===== config.mk =====
export PLATFORM = sky130hd
export DESIGN_NAME = moving_avg
export DESIGN_NICKNAME = d
export VERILOG_FILES = /design/src/rtl/moving_avg.sv
export SDC_FILE = /design/constraint.sdc
export NUM_CORES = 1
export LEC_CHECK = 0
export CAP_MARGIN = 40
export CORE_UTILIZATION = 50
export DETAILED_ROUTE_END_ITERATION = 10
export GPL_TIMING_DRIVEN = 0
export HOLD_SLACK_MARGIN = 0.03
export PLACE_DENSITY = 0.77
export SLEW_MARGIN = 20
export SYNTH_ARGS = -nofsm -noshare
export SYNTH_HDL_FRONTEND = slang
export SYNTH_SLANG_ARGS = --single-unit
export TNS_END_PERCENT = 20

===== constraint.sdc =====
create_clock -name clk -period 2.7 [get_ports clk]
set_clock_uncertainty 0.05 [all_clocks]
set_input_delay 0.27 -clock clk [delete_from_list [all_inputs] [get_ports clk]]
set_output_delay 0.27 -clock clk [all_outputs]
set_load 0.02 [all_outputs]

===== src/rtl/moving_avg.sv =====
// Streaming boxcar filter over LEN samples. The running window sum is kept as
// acc += di - di_dly, where di_dly comes from an external delay line of depth
// LEN. A 3-stage pipeline produces the window sum and its rounded mean.
module moving_avg #(
  parameter int DATA_WIDTH = 25,
  parameter int LEN        = 512,
  parameter int LEN_LOG2   = $clog2(LEN),
  parameter int SUM_WIDTH  = DATA_WIDTH + LEN_LOG2
) (
  input  logic                         clk,
  input  logic                         rst,
  input  logic                         clr,
  input  logic                         in_valid,
  input  logic signed [DATA_WIDTH-1:0] di,
  input  logic signed [DATA_WIDTH-1:0] di_dly,
  output logic                         out_valid,
  output logic signed [SUM_WIDTH-1:0]  sum_o,
  output logic signed [DATA_WIDTH-1:0] avg_o,
  output logic                         full
);

  typedef enum logic {FILL, RUN} state_e;

  // Mean of the window: add half an LSB of the result, then arithmetic shift.
  // Rounds half toward +inf. The extra bit keeps the rounding add exact.
  function automatic logic signed [DATA_WIDTH-1:0] round_avg(
    input logic signed [SUM_WIDTH-1:0] s
  );
    logic signed [SUM_WIDTH:0] t;
    t = (SUM_WIDTH+1)'(s) + (SUM_WIDTH+1)'(LEN / 2);
    t = t >>> LEN_LOG2;
    return DATA_WIDTH'(t);
  endfunction

  state_e                      state_q;
  logic [LEN_LOG2-1:0]         fill_cnt_q;

  logic                        kill;
  logic                        accept;
  logic                        last_fill;
  logic signed [DATA_WIDTH:0]  diff_d;
  logic                        wf_d;

  logic signed [DATA_WIDTH:0]  diff_p1_q;
  logic                        vld_p1_q;
  logic                        wf_p1_q;

  logic signed [SUM_WIDTH-1:0] acc_d;
  logic signed [SUM_WIDTH-1:0] acc_p2_q;
  logic                        vld_p2_q;
  logic                        wf_p2_q;

  logic signed [SUM_WIDTH-1:0]  sum_p3_q;
  logic signed [DATA_WIDTH-1:0] avg_p3_q;
  logic                         vld_p3_q;

  // Input qualification, delayed-sample masking and the S1 difference.
  always_comb begin
    logic signed [DATA_WIDTH-1:0] dly_m;
    logic signed [DATA_WIDTH:0]   di_x;
    logic signed [DATA_WIDTH:0]   dly_x;
    kill      = rst | clr;
    accept    = in_valid & ~kill;
    last_fill = (state_q == FILL) && (fill_cnt_q == LEN_LOG2'(LEN - 1));
    // The delay line carries no valid data until the window has filled once.
    dly_m     = (state_q == RUN) ? di_dly : '0;
    di_x      = (DATA_WIDTH+1)'(di);
    dly_x     = (DATA_WIDTH+1)'(dly_m);
    diff_d    = di_x - dly_x;
    wf_d      = (state_q == RUN) || last_fill;
    acc_d     = acc_p2_q + SUM_WIDTH'(diff_p1_q);
  end

  // Window fill tracking: FILL counts accepts, RUN is held until rst/clr.
  always_ff @(posedge clk) begin
    if (kill) begin
      state_q    <= FILL;
      fill_cnt_q <= '0;
    end else if (accept && (state_q == FILL)) begin
      if (last_fill) begin
        state_q <= RUN;
      end else begin
        fill_cnt_q <= fill_cnt_q + LEN_LOG2'(1);
      end
    end
  end

  // ---- S1: difference of new and retiring sample ----
  always_ff @(posedge clk) begin
    if (kill) begin
      vld_p1_q  <= 1'b0;
      wf_p1_q   <= 1'b0;
      diff_p1_q <= '0;
    end else begin
      vld_p1_q <= accept;
      wf_p1_q  <= wf_d;
      if (accept) begin
        diff_p1_q <= diff_d;
      end
    end
  end

  // ---- S2: running window sum; bounded by LEN*2^(DATA_WIDTH-1), never wraps ----
  always_ff @(posedge clk) begin
    if (kill) begin
      vld_p2_q <= 1'b0;
      wf_p2_q  <= 1'b0;
      acc_p2_q <= '0;
    end else begin
      vld_p2_q <= vld_p1_q;
      wf_p2_q  <= wf_p1_q;
      if (vld_p1_q) begin
        acc_p2_q <= acc_d;
      end
    end
  end

  // ---- S3: publish sum and rounded mean for full windows only ----
  always_ff @(posedge clk) begin
    if (kill) begin
      vld_p3_q <= 1'b0;
      sum_p3_q <= '0;
      avg_p3_q <= '0;
    end else begin
      vld_p3_q <= vld_p2_q & wf_p2_q;
      if (vld_p2_q & wf_p2_q) begin
        sum_p3_q <= acc_p2_q;
        avg_p3_q <= round_avg(acc_p2_q);
      end
    end
  end

  assign out_valid = vld_p3_q;
  assign sum_o     = sum_p3_q;
  assign avg_o     = avg_p3_q;
  assign full      = (state_q == RUN);

endmodule

==> summary.md, run 1 <==
| Metric | Value |
|---|---|
| Run status | `finished, violations left` |
| Failing checks | `negative setup slack` |
| FF+latch count, synth | `134` |
| Max-cap violations | `0` |
| I/O Pins | `115` |
| Worst-path clk slew | `roughly 60 ps` |
| Clock root buffer | `clkbuf_16` |
| CTS Buf Count | `17` |
| Setup violations, final | `8` |
| Height of the die | `between 100 and 150 um` |
| Crit share post-route | `102%` |
| ANT cells | `0` |
| DPL Wire Length | `15,900 um` |
| Placed cells | `1,332` |
| Static leakage power | `3.88 nW` |
| Footprint of the multi-input gates | `5520 sq um` |
| Synth unique cells | `64` |
| Critical Path AT | `3070 ps` |
| Syn Area/Cell | `8.08 sq um` |
| Final Max Slew Viols | `0` |
| Power density over the cells | `444 nW/um^2` |
| NetSw | `1.21 mW` |
| Post-route insts no fill | `1,382` |
| Share of layout cells above drive strength 1 | `between 10 and 15%` |
| Initial Util | `51.2%` |
| P_int | `around 3.5 mW` |
| Vias | `7,665` |
| Final core occ | `between 60% and 70%` |
| Reg area | `about 2700 sq um` |
| Die W | `129 um` |
| Worst setup EP type | `flip-flop` |
| Critical-path maximum fanout | `3` |
| Vias in the first global route | `7,063` |
| Combinational share of power | `10.9%` |
| Area leader, netlist | `dfxtp_1` |
| Relative slew margins | `44.5%` |
| GPL Wtd Cong | `0.923` |
| Clk buf depth | `2` |
| Vias per cell | `5.55` |
| DRT iter0 DRCs | `~500` |
| Unrepaired setup endpoints after global routing | `yes` |
| Commonest cells post-synth | `153 x nand2_1, 134 x dfxtp_1, 94 x nor2_1` |
| Sw frac | `25.6%` |
| Worst-Margin Slew | `833 ps` |
| Mapped Cells | `1,002` |
| Final Critical Period | `2760 ps` |
| Placement-stage cell area | `~9600 sq um` |
| Top-area cell type share of the netlist area | `33.1%` |
| Clock share of power | `around 46%` |
| Gr ovfl total | `0` |
| Port bufs | `approximately 110` |
| Global Route Usage Sum | `26.5%` |
| Post-route worst setup slack | `-61.6 ps` |
| Number of synthesized flops with an enable pin | `0` |
| Post-synthesis cell area | `8100 sq um` |
| Clk Latency, worst-skew pair | `420 ps` |
| First-pass GRT wire length | `34,800 um` |
| Sequential power share | `42.7%` |
| Initial antenna violation count | `0` |
| Worst ir drop on vdd | `roughly 0.00041 V` |
| Routed WL | `between 20,000 and 25,000 um` |
| Final hold viol count | `0` |
| Clock Sinks | `134` |
| Crit Path Class | `reg -> reg` |
| Largest net degree at the start of global routing | `17` |
| Ys async rst share | `0%` |
| Drt drc | `0` |
| Total power | `4.73 mW` |
| Core area | `15,800 sq um` |
| TritonCTS clock tree | `built` |
| Hold WC Path Type | `reg -> reg` |
| Largest cells by area after synthesis | `dfxtp_1 33%, ha_1 9.4%, nand2_1 7.1%` |
| Die ar. | `around 17,000 sq um` |
| Top-count cell post-synth | `nand2_1` |
| Row count | `46` |
| CTS Hold Buffers Added | `0` |
| Place WS | `-486 ps` |
| Antenna Nets Post-Route | `0` |
| Final #Nets | `~1,300` |
| Pre-Repair DR Iteration Count | `6` |
| Fmax | `362 MHz` |
| Final instance area | `between 10,000 and 15,000 sq um` |
| Wire per inst | `15.7 um` |
| Ys Warns | `0` |
| Seq/Total Area, Yosys | `33.1%` |
| Layout Area Growth over Synthesis | `31.5%` |
| Fill cells | `1,345` |
| Syn_nets | `1,119` |
| Critical path launch point type | `flip-flop` |
| Dominant synthesized flop cell | `dfxtp_1` |
| CP required | `3010 ps` |
| H-tree levels | `4` |
## layer usage
metal | vias up | global-route usage [%] | wire (um)
met2 | 208 | 44.1 | 10200
li1 | 3864 | - | -
met4 | 0 | 8.58 | 330
met1 | 3567 | 34.9 | 10200
met5 | - | 0 | 0
met3 | 26 | 4.17 | 1040
## power groups by stage
stage	Combinational (mW)	Sequential, mW	Clock, mW
global route	0.566	2.02	2.30
finish	0.516	2.02	2.19
detailed placement	0.461	2.06	0
CTS	0.484	2.02	2.20
floorplan	0.303	2.05	0
global placement	0.454	2.06	0
## area by class of cell
type	count	share of cell area (%)
Timing Repair Buffer	138	12.4
Sequential cell	134	25.4
Multi-Input combinational cell	793	51.9
Clock buffer	19	4.06
Buffer	49	1.87
Inverter	20	0.705
Tap cell	216	2.54
Clock inverter	13	1.16
## cell usage in the layout (no fill, tap or decap), types with 5 or more instances in the layout
| cell type | n |
|---|---|
| inv_1 | 18 |
| o21bai_1 | 5 |
| a21oi_2 | 13 |
| o21a_1 | 8 |
| ha_1 | 46 |
| clkbuf_1 | 42 |
| and2_1 | 7 |
| o21ai_2 | 5 |
| xnor2_1 | 36 |
| dfxtp_1 | 121 |
| and3_1 | 11 |
| o211ai_1 | 5 |
| a21oi_1 | 81 |
| nand3_1 | 24 |
| mux2i_1 | 39 |
| o21ai_0 | 43 |
| a21o_1 | 16 |
| buf_4 | 23 |
| and4_1 | 6 |
| nand3b_1 | 14 |
| nor3_1 | 8 |
| xor2_1 | 37 |
| nor2_1 | 94 |
| nand2_1 | 151 |
| a211oi_1 | 24 |
| nand4_1 | 18 |
| ha_4 | 11 |
| clkdlybuf4s50_1 | 114 |
| clkbuf_16 | 17 |
| dfxtp_2 | 11 |
## through the flow
stage | TNS (ps) | hold WS, ps
after floorplan | 0 | 356
after global placement | -5080 | 393
after detailed placement | -5580 | 396
after CTS | -88.4 | 404
after global routing | -1500 | 429
final | -218 | 402
## final timing paths
check	startpoint	to	slack [ps]	depth (start not counted)
worst max-delay path	acc_p2_q[0]	acc_p2_q[26]	-60	13
worst min-delay path	sum_o[28]	sum_o[28]	400	2
worst max register to register	acc_p2_q[0]	acc_p2_q[26]	-60	13
worst min register to register	sum_o[28]	sum_o[28]	400	2
## worst max-delay path: stages (launching register included)
cell and delay [ps]:
dfxtp_2 360, ha_4 150, inv_2 40, fa_2 360, nor2b_4 150, o31ai_4 90, a21oi_4 180, o22ai_4 110
buf_4 150, o21ai_4 130, a31o_2 210, a41oi_1 160, or4b_1 490, nand3_1 70
## kinds of logic after synthesis
kind of cell,Yosys count,share of synthesized area (%)
AO/OA/AOI/OAI,254,20.1
AND/OR/NAND/NOR,363,20.5
buffers and inverters,75,3.54
multiplexers,40,4.96
flip-flops,134,33.1
XOR/XNOR,73,7.89
adder cells (fa/ha/maj),63,9.92
## flip-flops by register name, summed over array words and instances, names as in the netlist
signal / cells
acc_p2_q: 34
sum_o: 34
diff_p1_q: 26
avg_o: 25
fill_cnt_q: 9
full: 1
out_valid: 1
vld_p1_q: 1
vld_p2_q: 1
wf_p1_q: 1
wf_p2_q: 1
## what timing repair did
| item | CTS | global route |
|---|---|---|
| pin swaps | 26 | 27 |
| buffers inserted | 15 | 7 |
| gates cloned | 1 | 0 |
| gates resized for setup | 54 | 37 |
| endpoints found under the setup margin | 23 | 21 |
Power figures use the tool's default switching activity.
==> run 2: changes to the inputs <==
--- a/config.mk
+++ b/config.mk
@@ -11,6 +11,7 @@
 export GPL_TIMING_DRIVEN = 0
 export HOLD_SLACK_MARGIN = 0.03
 export PLACE_DENSITY = 0.77
+export RECOVER_POWER = 50
 export SLEW_MARGIN = 20
 export SYNTH_ARGS = -nofsm -noshare
 export SYNTH_HDL_FRONTEND = slang
==> run 2 against run 1 <==
Net effect: the flow still finishes with violations (negative setup slack); register-to-register slack about the same; critical path depth stayed put; cell area barely moved; power is essentially flat.
==> summary.md, run 2 (synthesized netlist as in run 1, its figures left out) <==
| Metric | Value |
|---|---|
| Run status | `finished, violations left` |
| Failing checks | `negative setup slack` |
| Clock Sinks | `134 (unchanged)` |
| Critical path launch point type | `flip-flop` |
| DRT iter0 DRCs | `485 (-4.9%)` |
| Vias in the first global route | `7,063 (unchanged)` |
| CTS Hold Buffers Added | `0 (unchanged)` |
| Fmax | `363 MHz (+0.25%)` |
| Worst Reg2Reg Path Length in Cells | `13 (unchanged)` |
| Final Max Slew Viols | `0 (unchanged)` |
| Final Critical Period | `2750 ps (-6.94 ps)` |
| GPL Wtd Cong | `0.923 (unchanged)` |
| Antenna Nets Post-Route | `0 (unchanged)` |
| CTS Buf Count | `17 (unchanged)` |
| Worst path cell trace | `ha_4, inv_2, fa_2, nor2b_4, o31ai_4, a21oi_4, o22ai_4, buf_4, o21ai_4, a31o_2, a41oi_1, or4b_1, nand3_1` |
| Commonest cells after routing, fill and taps aside | `151 x nand2_1, 121 x dfxtp_1, 94 x nor2_1` |
| Critical Path AT | `3060 ps (about the same)` |
| Highest-delay cell along the critical path | `or4b_1` |
| Die W | `129 um (unchanged)` |
| Crit Path Class | `reg -> reg` |
| CP required | `3010 ps (about the same)` |
| Static leakage power | `4.10 nW (+5.5%)` |
| Routed WL | `21,800 um (+0.23%)` |
| Pre-Repair DR Iteration Count | `7 (+1)` |
| Worst-path clk slew | `60 ps (about the same)` |
| Clk buf depth | `2 (unchanged)` |
| Drt drc | `0 (unchanged)` |
| Largest net degree at the start of global routing | `17 (unchanged)` |
| R2R setup slack | `-50 ps (about the same)` |
| Core area | `15,800 sq um (unchanged)` |
| Worst ir drop on vdd | `0.000404 V (-0.30%)` |
| Max-cap violations | `0 (unchanged)` |
| GR met2 Demand/Resource | `44.1% (unchanged)` |
| Most common cell after layout, fill and taps aside | `nand2_1` |
| CP peak stage delay | `490 ps (about the same)` |
| Routing usage on met1 | `34.9% (unchanged)` |
| Hold WC Path Type | `reg -> reg` |
| Setup TNS | `-188 ps (+30.4 ps)` |
| Fill cells | `1,346 (+0.074%)` |
| H-tree levels | `4 (unchanged)` |
| Worst-Margin Slew | `869 ps (+36.4 ps)` |
| Gr ovfl total | `0 (unchanged)` |
| Unrepaired setup endpoints after global routing | `yes` |
| Top Usage Layer GRT | `met2` |
| Worst Path Buf+Inv | `2 (unchanged)` |
| Clk Latency, worst-skew pair | `420 ps (about the same)` |
| Height of the die | `129 um (unchanged)` |
| Vias | `7,680 (+0.20%)` |
| Initial antenna violation count | `0 (unchanged)` |
| Vias per cell | `5.56 (+0.20%)` |
| Layout Area Growth over Synthesis | `31.5% (about the same)` |
| I/O Pins | `115 (unchanged)` |
| Post-route worst setup slack | `-54.6 ps (+6.94 ps)` |
| Global Route Usage Sum | `26.5% (unchanged)` |
| Final #Nets | `1,270 (unchanged)` |
| GRT met3 Usage | `4.17% (unchanged)` |
| Placed cells | `1,332 (unchanged)` |
| Relative slew margins | `42.1% (-2.4 points)` |
| Die ar. | `16,700 sq um (unchanged)` |
| ANT cells | `0 (unchanged)` |
| Row count | `46 (unchanged)` |
| Setup violations, final | `8 (unchanged)` |
| TritonCTS clock tree | `built` |
| Initial Util | `51.2% (unchanged)` |
| Final hold viol count | `0 (unchanged)` |
| First-pass GRT wire length | `34,800 um (unchanged)` |
| WHS Path Cells | `2 (unchanged)` |
| Share of layout cells above drive strength 1 | `12.3% (-0.086 points)` |
| Clock root buffer | `clkbuf_16` |
| Crit path max-delay family | `compound AO/OA/AOI/OAI gates` |
| Port bufs | `114 (unchanged)` |
| Worst setup EP type | `flip-flop` |
| Critical-path maximum fanout | `3 (unchanged)` |
| DPL Wire Length | `15,900 um (unchanged)` |
| Power density over the cells | `445 nW/um^2 (about the same)` |
| Crit share post-route | `102% (-0.26 points)` |
| Wire per inst | `15.7 um (+0.23%)` |
| WP depth | `13 (unchanged)` |
| Total power | `4.73 mW (about the same)` |
| Post-route insts no fill | `1,382 (unchanged)` |
==> run 2: cell types whose count changed in the layout (fill, tap and decap cells not counted), sizes merged <==
cell | before | now
clkbuf | 60 | 62
dlygate4sd3 | 0 | 62
buf | 32 | 30
clkdlybuf4s50 | 114 | 52
==> run 2: what timing repair did <==
action                                  4_1_cts  5_1_grt
endpoints found under the setup margin       23       21
buffers inserted                             15        7
cloned                                        1        0
resized for setup                            54       37
pin swaps                                    26       27
==> run 2: path summary, 6_finish.rpt <==
| path | startpoint | end |
|---|---|---|
| hold reg to reg | sum_o[3] | sum_o[3] |
| setup reg to reg | acc_p2_q[0] | acc_p2_q[26] |
| setup / recovery | acc_p2_q[0] | acc_p2_q[26] |
| hold / removal | sum_o[3] | sum_o[3] |
==> run 2: area by class of cell <==
type,instances,area (sq um),share of cell area (%)
plain buffers,49,199,1.87
inverters,20,75.1,0.705
clock buffers,19,433,4.07
clock inverters,13,124,1.16
well taps,216,270,2.54
multi-input cells,793,5520,51.9
repair buffers,138,1320,12.4
flip-flops and latches,134,2700,25.4
==> run 2: layer usage <==
| metal | up-vias | part of all wire, % |
|---|---|---|
| li1 | 3865 | - |
| met4 | 0 | 1.5 |
| met2 | 232 | 47 |
| met3 | 26 | 4.9 |
| met5 | - | 0 |
| met1 | 3557 | 47 |
==> run 2: per-stage QoR <==
stage | cell area [sq um] | setup WS, ps | hold slack (ps) | utilization [%]
5_1_grt | 10600 | -163 | 426 | 67.3
3_5_place_dp | 9560 | -486 | 396 | 60.4
2_1_floorplan | 8150 | 3.48 | 356 | -
3_3_place_gp | 9560 | -446 | 393 | 60.4
6_report | 10600 | -54.6 | 399 | 67.3
4_1_cts | 10400 | -31.4 | 404 | 65.8
==> run 2: where the power goes <==
part	switching [mW]	total (mW)	internal (mW)	leakage, nW
sequential	0.0242	2.02	2.00	1.09
clock	0.920	2.20	1.28	0.265
combinational	0.268	0.516	0.248	2.74
==> run 2: worst min-delay path, delay by kind of cell, from the launching register on <==
kind             cells  cell delay [ps]
AO/OA/AOI/OAI        1               50
AND/OR/NAND/NOR      1               50
flip-flops           1              300
